### src/rtl/mips_ex_unit.sv
// Execute stage of the five-stage MIPS core: main control, ALU control and a 32-bit ALU, one registered stage.
// Define OVF_DETECT_EN to add the registered signed-overflow output ovf.
module mips_ex_unit #(
    parameter int WIDTH = 32
) (
    input  logic             clk,
    input  logic             rst_n,
    input  logic [31:0]      instr,
    input  logic [WIDTH-1:0] rs_data,
    input  logic [WIDTH-1:0] rt_data,
    output logic [WIDTH-1:0] alu_result,
    output logic             zero,
    output logic [3:0]       aluctl,
    output logic [4:0]       wrreg,
    output logic             regdst,
    output logic             branch,
    output logic             memread,
    output logic             memwrite,
    output logic             memtoreg,
    output logic             regwrite,
    output logic             alusrc,
    output logic [1:0]       aluop,
`ifdef OVF_DETECT_EN
    output logic             ovf,
`endif
    output logic [WIDTH-1:0] store_data
);

    localparam logic [5:0] OP_RTYPE = 6'b000000;
    localparam logic [5:0] OP_LW    = 6'b100011;
    localparam logic [5:0] OP_SW    = 6'b101011;
    localparam logic [5:0] OP_BEQ   = 6'b000100;
    localparam logic [5:0] OP_ADDI  = 6'b001000;

    localparam logic [3:0] CTL_AND = 4'b0000;
    localparam logic [3:0] CTL_OR  = 4'b0001;
    localparam logic [3:0] CTL_ADD = 4'b0010;
    localparam logic [3:0] CTL_SUB = 4'b0110;
    localparam logic [3:0] CTL_SLT = 4'b0111;
    localparam logic [3:0] CTL_NOR = 4'b1100;
    localparam logic [3:0] CTL_XOR = 4'b1101;
    localparam logic [3:0] CTL_INV = 4'b1111;

    function automatic logic [3:0] alu_ctl(input logic [1:0] op, input logic [5:0] fn);
        logic [3:0] c;
        c = CTL_INV;
        case (op)
            2'b00: c = CTL_ADD;
            2'b01: c = CTL_SUB;
            2'b10: begin
                case (fn)
                    6'b100000: c = CTL_ADD;
                    6'b100010: c = CTL_SUB;
                    6'b100100: c = CTL_AND;
                    6'b100101: c = CTL_OR;
                    6'b100110: c = CTL_XOR;
                    6'b100111: c = CTL_NOR;
                    6'b101010: c = CTL_SLT;
                    default:   c = CTL_INV;
                endcase
            end
            default: c = CTL_INV;
        endcase
        return c;
    endfunction

    function automatic logic [WIDTH-1:0] alu_exec(input logic [3:0] ctl,
                                                  input logic signed [WIDTH-1:0] a,
                                                  input logic signed [WIDTH-1:0] b);
        logic [WIDTH-1:0] r;
        case (ctl)
            CTL_AND: r = a & b;
            CTL_OR:  r = a | b;
            CTL_ADD: r = a + b;
            CTL_SUB: r = a - b;
            CTL_XOR: r = a ^ b;
            CTL_NOR: r = ~(a | b);
            CTL_SLT: r = {{(WIDTH-1){1'b0}}, (a < b)};
            default: r = '0;
        endcase
        return r;
    endfunction

`ifdef OVF_DETECT_EN
    function automatic logic ovf_calc(input logic [3:0] ctl, input logic [WIDTH-1:0] a,
                                      input logic [WIDTH-1:0] b, input logic [WIDTH-1:0] r);
        logic o;
        o = 1'b0;
        if (ctl == CTL_ADD)
            o = (a[WIDTH-1] == b[WIDTH-1]) && (r[WIDTH-1] != a[WIDTH-1]);
        else if (ctl == CTL_SUB)
            o = (a[WIDTH-1] != b[WIDTH-1]) && (r[WIDTH-1] != a[WIDTH-1]);
        return o;
    endfunction
`endif

    logic [5:0]       opcode;
    logic [5:0]       funct;
    logic [WIDTH-1:0] imm_ext;
    logic             regdst_d, branch_d, memread_d, memwrite_d, memtoreg_d, regwrite_d, alusrc_d;
    logic [1:0]       aluop_d;
    logic [3:0]       aluctl_d;
    logic signed [WIDTH-1:0] op_a, op_b;
    logic [WIDTH-1:0] result_d;
    logic [4:0]       wrreg_d;
    // rs field and shamt are decoded elsewhere in the core and intentionally ignored here.
    logic             unused_fields;

    assign opcode        = instr[31:26];
    assign funct         = instr[5:0];
    assign imm_ext       = {{(WIDTH-16){instr[15]}}, instr[15:0]};
    assign unused_fields = ^{instr[25:21], instr[10:6]};

    always_comb begin
        regdst_d   = 1'b0;
        alusrc_d   = 1'b0;
        memtoreg_d = 1'b0;
        regwrite_d = 1'b0;
        memread_d  = 1'b0;
        memwrite_d = 1'b0;
        branch_d   = 1'b0;
        aluop_d    = 2'b00;
        case (opcode)
            OP_RTYPE: begin regdst_d = 1'b1; regwrite_d = 1'b1; aluop_d = 2'b10; end
            OP_LW:    begin alusrc_d = 1'b1; memtoreg_d = 1'b1; regwrite_d = 1'b1; memread_d = 1'b1; end
            OP_SW:    begin alusrc_d = 1'b1; memwrite_d = 1'b1; end
            OP_BEQ:   begin branch_d = 1'b1; aluop_d = 2'b01; end
            OP_ADDI:  begin alusrc_d = 1'b1; regwrite_d = 1'b1; end
            default:  ;
        endcase
    end

    assign aluctl_d = alu_ctl(aluop_d, funct);
    assign op_a     = rs_data;
    assign op_b     = alusrc_d ? imm_ext : rt_data;
    assign result_d = alu_exec(aluctl_d, op_a, op_b);
    assign wrreg_d  = regdst_d ? instr[15:11] : instr[20:16];

    // Stage boundary: everything the next pipeline stage needs is captured here.
    logic [WIDTH-1:0] alu_result_q, store_data_q;
    logic             zero_q, regdst_q, branch_q, memread_q, memwrite_q, memtoreg_q, regwrite_q, alusrc_q;
    logic [3:0]       aluctl_q;
    logic [4:0]       wrreg_q;
    logic [1:0]       aluop_q;

    always_ff @(posedge clk or negedge rst_n) begin
        if (!rst_n) begin
            alu_result_q <= '0;
            store_data_q <= '0;
            zero_q       <= 1'b0;
            aluctl_q     <= '0;
            wrreg_q      <= '0;
            regdst_q     <= 1'b0;
            branch_q     <= 1'b0;
            memread_q    <= 1'b0;
            memwrite_q   <= 1'b0;
            memtoreg_q   <= 1'b0;
            regwrite_q   <= 1'b0;
            alusrc_q     <= 1'b0;
            aluop_q      <= '0;
        end else begin
            alu_result_q <= result_d;
            store_data_q <= rt_data;
            zero_q       <= (result_d == '0);
            aluctl_q     <= aluctl_d;
            wrreg_q      <= wrreg_d;
            regdst_q     <= regdst_d;
            branch_q     <= branch_d;
            memread_q    <= memread_d;
            memwrite_q   <= memwrite_d;
            memtoreg_q   <= memtoreg_d;
            regwrite_q   <= regwrite_d;
            alusrc_q     <= alusrc_d;
            aluop_q      <= aluop_d;
        end
    end

`ifdef OVF_DETECT_EN
    logic ovf_q;
    always_ff @(posedge clk or negedge rst_n) begin
        if (!rst_n) ovf_q <= 1'b0;
        else        ovf_q <= ovf_calc(aluctl_d, op_a, op_b, result_d);
    end
    assign ovf = ovf_q;
`endif

    assign alu_result = alu_result_q;
    assign store_data = store_data_q;
    assign zero       = zero_q;
    assign aluctl     = aluctl_q;
    assign wrreg      = wrreg_q;
    assign regdst     = regdst_q;
    assign branch     = branch_q;
    assign memread    = memread_q;
    assign memwrite   = memwrite_q;
    assign memtoreg   = memtoreg_q;
    assign regwrite   = regwrite_q;
    assign alusrc     = alusrc_q;
    assign aluop      = aluop_q;

endmodule

### config.mk
export PLATFORM = sky130hd
export DESIGN_NAME = mips_ex_unit
export DESIGN_NICKNAME = d
export VERILOG_FILES = /design/src/rtl/mips_ex_unit.sv
export SDC_FILE = /design/constraint.sdc
export NUM_CORES = 1
export LEC_CHECK = 0
export CORE_MARGIN = 3
export CORE_UTILIZATION = 34
export CTS_CLUSTER_DIAMETER = 120
export DETAILED_ROUTE_END_ITERATION = 10
export PLACE_DENSITY = 0.65
export SLEW_MARGIN = 20
export SYNTH_ARGS = -nofsm -noshare
export SYNTH_HDL_FRONTEND = slang
export SYNTH_SLANG_ARGS = --single-unit
### constraint.sdc
create_clock -name clk -period 1.35 [get_ports clk]
set_clock_uncertainty 0.15 [all_clocks]
set_input_delay 0.27 -clock clk [delete_from_list [all_inputs] [get_ports clk]]
set_output_delay 0.27 -clock clk [all_outputs]
set_load 0.05 [all_outputs]
==> results_dict.tcl, run 1 <==
set metrics [dict create \
    worstMarginPinSlew_ns 0.9110 \
    wl_per_cell_microns 19.97 \
    ys_types 85 \
    die_h_microns 163.1 \
    root_buffer "clkbuf_16" \
    p_sw_mw 5.525 \
    first_pass_iters 5 \
    antenna_cells 0 \
    seq_area_frac_synth 0.2417 \
    wl_microns 40370 \
    irDropWorstVdd_uv 510.3 \
    setup-tns-final_ns -73.21 \
    synth.cell_area_sq_mm 0.008387 \
    track_usage 0.2932 \
    h-tree-depth 3 \
    crit_path_end_kind "register" \
    cts_buffers 9 \
    synthCells 1095 \
    grt_pass1_vias 11380 \
    postRouteAntennaNets 0 \
    grt_pass1_wl_microns 61700 \
    io_buffers 175 \
    path_class "in2reg" \
    hold_class "in2reg" \
    yosysWarnings 0 \
    via_per_inst 5.472 \
    coreArea_sq_mm 0.02382 \
    rsz0062_at_grt "yes" \
    drv_slew 0 \
    fp-row-count 56 \
    finalCritPeriodShare 3.267 \
    ys.flop_type "dfrtp_1" \
    fp.dieW_microns 163.1 \
    start_kind "input port" \
    hpwl_microns 30850 \
    stdcell_count 2022 \
    worstPathArrival_ns 4.56 \
    initial_core_util 0.3520 \
    layout.nets 1901 \
    synth_edf_count 0 \
    syn_area_per_cell_sq_um 7.659 \
    cp_max_fo 5 \
    ios 181 \
    clock_power_share 0.208 \
    final_common_cell "buf_4" \
    grt_max_degree 34 \
    clockBufferDepth 2 \
    required_ns 1.50 \
    hold_viol_final 0 \
    setup_viol 45 \
    synth_nets 1297 \
    drc 0 \
    gp_congestion 0.9962 \
    powerDensity_mw_per_mm2 838.6 \
    p_leak_nw 7.963 \
    grt_antenna_before_repair 0 \
    seqPwrFrac 0.204 \
    max_freq_mhz 226.7 \
    async_reset_ff_frac 1.000 \
    mostFrequentLayoutCells "421 x buf_4, 128 x nand2_1, 91 x buf_12, 90 x inv_1, 81 x clkdlybuf4s50_1" \
    synth-seq-cells 81 \
    violations "negative setup slack" \
    dr.first_iter.drc_count 858 \
    maxCapViolations 0 \
    cts_tree "done" \
    final_layout_size_suffix_gt1_frac 0.5026 \
    dp_cells 1951 \
    fin_crit_ns 4.411 \
    clk_pin_slew_ns 0.08 \
    area_growth_pct 102.5 \
    pwr-share-comb 0.588 \
    p_sw_frac 0.3879 \
    fp.dieArea_sq_mm 0.02659 \
    maxSlewHeadroom 0.3871 \
    internal_power_mw 8.718 \
    fin_ws_ns -3.061 \
    final_core_util 0.7129 \
    outcome "complete, but fails checks" \
    vias 11070 \
    cts_sinks 81 \
    grt_overflow_total 0 \
]
[layer usage]
layer | wire length (microns) | GRT usage | up-vias
met4 | 1241 | 0.09419 | 0
li1 | - | - | 5165
met5 | 0 | 0 | -
met3 | 2917 | 0.05757 | 97
met2 | 19290 | 0.4901 | 468
met1 | 16920 | 0.3814 | 5335
[path summary, 6_finish.rpt]
| check | startpoint | cells after the start | end | slack, ns |
|---|---|---|---|---|
| min | instr[28] | 4 | memtoreg | 0.16 |
| max in group asynchronous | rst_n | 3 | alu_result[30] | 0.36 |
| min in group asynchronous | rst_n | 2 | alusrc | 0.21 |
| max | instr[26] | 24 | zero | -3.06 |
[synthesized netlist by cell type (all sizes together), types with 6 or more instances]
| library cell | n | area (sq um) |
|---|---|---|
| nand2 | 158 | 593.1 |
| inv | 107 | 401.6 |
| ha | 102 | 1276 |
| a21oi | 87 | 435.4 |
| dfrtp | 81 | 2027 |
| nor2 | 77 | 289.0 |
| clkbuf | 48 | 180.2 |
| o21ai | 48 | 240.2 |
| nand3 | 24 | 120.1 |
| nor3 | 23 | 115.1 |
| a221oi | 16 | 140.1 |
| o211ai | 16 | 120.1 |
| a21o | 15 | 112.6 |
| a211oi | 14 | 105.1 |
| a31oi | 14 | 87.58 |
| o31ai | 14 | 105.1 |
| a221o | 13 | 130.1 |
| and3 | 12 | 75.07 |
| buf | 11 | 60.05 |
| nand2b | 11 | 68.82 |
| or3 | 11 | 68.82 |
| nor4 | 10 | 62.56 |
| o21a | 10 | 75.07 |
| o21bai | 10 | 75.07 |
| or2 | 10 | 62.56 |
| or4 | 9 | 67.56 |
| a22oi | 7 | 57.55 |
| a211o | 6 | 52.55 |
| a21boi | 6 | 45.04 |
| nor2b | 6 | 37.54 |
| o221ai | 6 | 52.55 |
[cell type report]
class	count	area, sq um
tap	319	399.1
fill	1785	6839
inverter	108	412.9
sequential	81	2028
timing repair buffer	652	6469
clock buffer	10	229.0
clock inverter	5	103.9
multi-input combinational	847	7342
[power groups by stage]
stage                     Combinational (mW)  Clock, mW  Sequential [mW]
after floorplan                         2.16          0             3.75
after global placement                  6.90          0             2.95
after detailed placement                6.93          0             2.96
after CTS                               7.83       3.00             2.91
after global routing                    8.81       3.10             2.94
final                                   8.37       2.96             2.91
[metrics by stage]
step | total power [mW] | hold slack [ns] | setup WS [ns] | instance area, sq um
after floorplan | 5.914 | -0.1756 | -3.050 | 8584
after global placement | 9.856 | 0.02994 | -3.822 | 14530
after detailed placement | 9.892 | 0.03198 | -3.943 | 14530
after CTS | 13.75 | 0.1784 | -3.125 | 16300
after global routing | 14.84 | 0.1656 | -3.219 | 16980
final | 14.24 | 0.1649 | -3.061 | 16980
[critical path, cell delays in order]
cell and delay, ns:
buf_6 0.09, or3_4 0.39, o21ai_2 0.13, nand2_2 0.11, buf_6 0.15, nand2_4 0.06
nand2_4 0.06, buf_12 0.13, ha_4 0.16, inv_2 0.05, fa_2 0.18, nand2b_1 0.08
a2111o_1 0.47, buf_6 0.15, buf_6 0.11, a31oi_4 0.24, o221ai_1 0.14, a21boi_0 0.14
a211o_1 0.27, nand4b_1 0.23, or4_4 0.56, nor4_4 0.17, nand4_1 0.12, nor2_1 0.10
[registers in the layout, summed over array words and instances, names as in the netlist]
name        cells
memwrite        1
alu_result     32
wrreg           5
aluctl          4
zero            1
memtoreg        1
aluop           2
store_data     32
regdst          1
alusrc          1
regwrite        1
[kinds of logic after synthesis]
kind of cell | count (synthesis) | synth area share
adder cells (fa/ha/maj) | 104 | 0.1569
buffers and inverters | 167 | 0.07698
XOR/XNOR | 8 | 0.008355
AO/OA/AOI/OAI | 347 | 0.2917
flip-flops | 81 | 0.2417
AND/OR/NAND/NOR | 383 | 0.2180
multiplexers | 5 | 0.006415
[timing repair]
item                                    4_1_cts  5_1_grt
endpoints found under the setup margin       55       87
hold buffers                                  1        0
resized for setup                           280      119
setup buffers                                39       27
gates cloned                                  1        1
endpoints found under the hold margin        81        0
pin swaps                                    95       73
(Power assumes the default switching activity.)
==> inputs of run 2 (changes only) <==
CTS_CLUSTER_SIZE = 25   (was unset)
HOLD_SLACK_MARGIN = 0.05   (was unset)
==> results of run 2 <==
No change in the layout: final DEF, timing and power equal those of run 1.
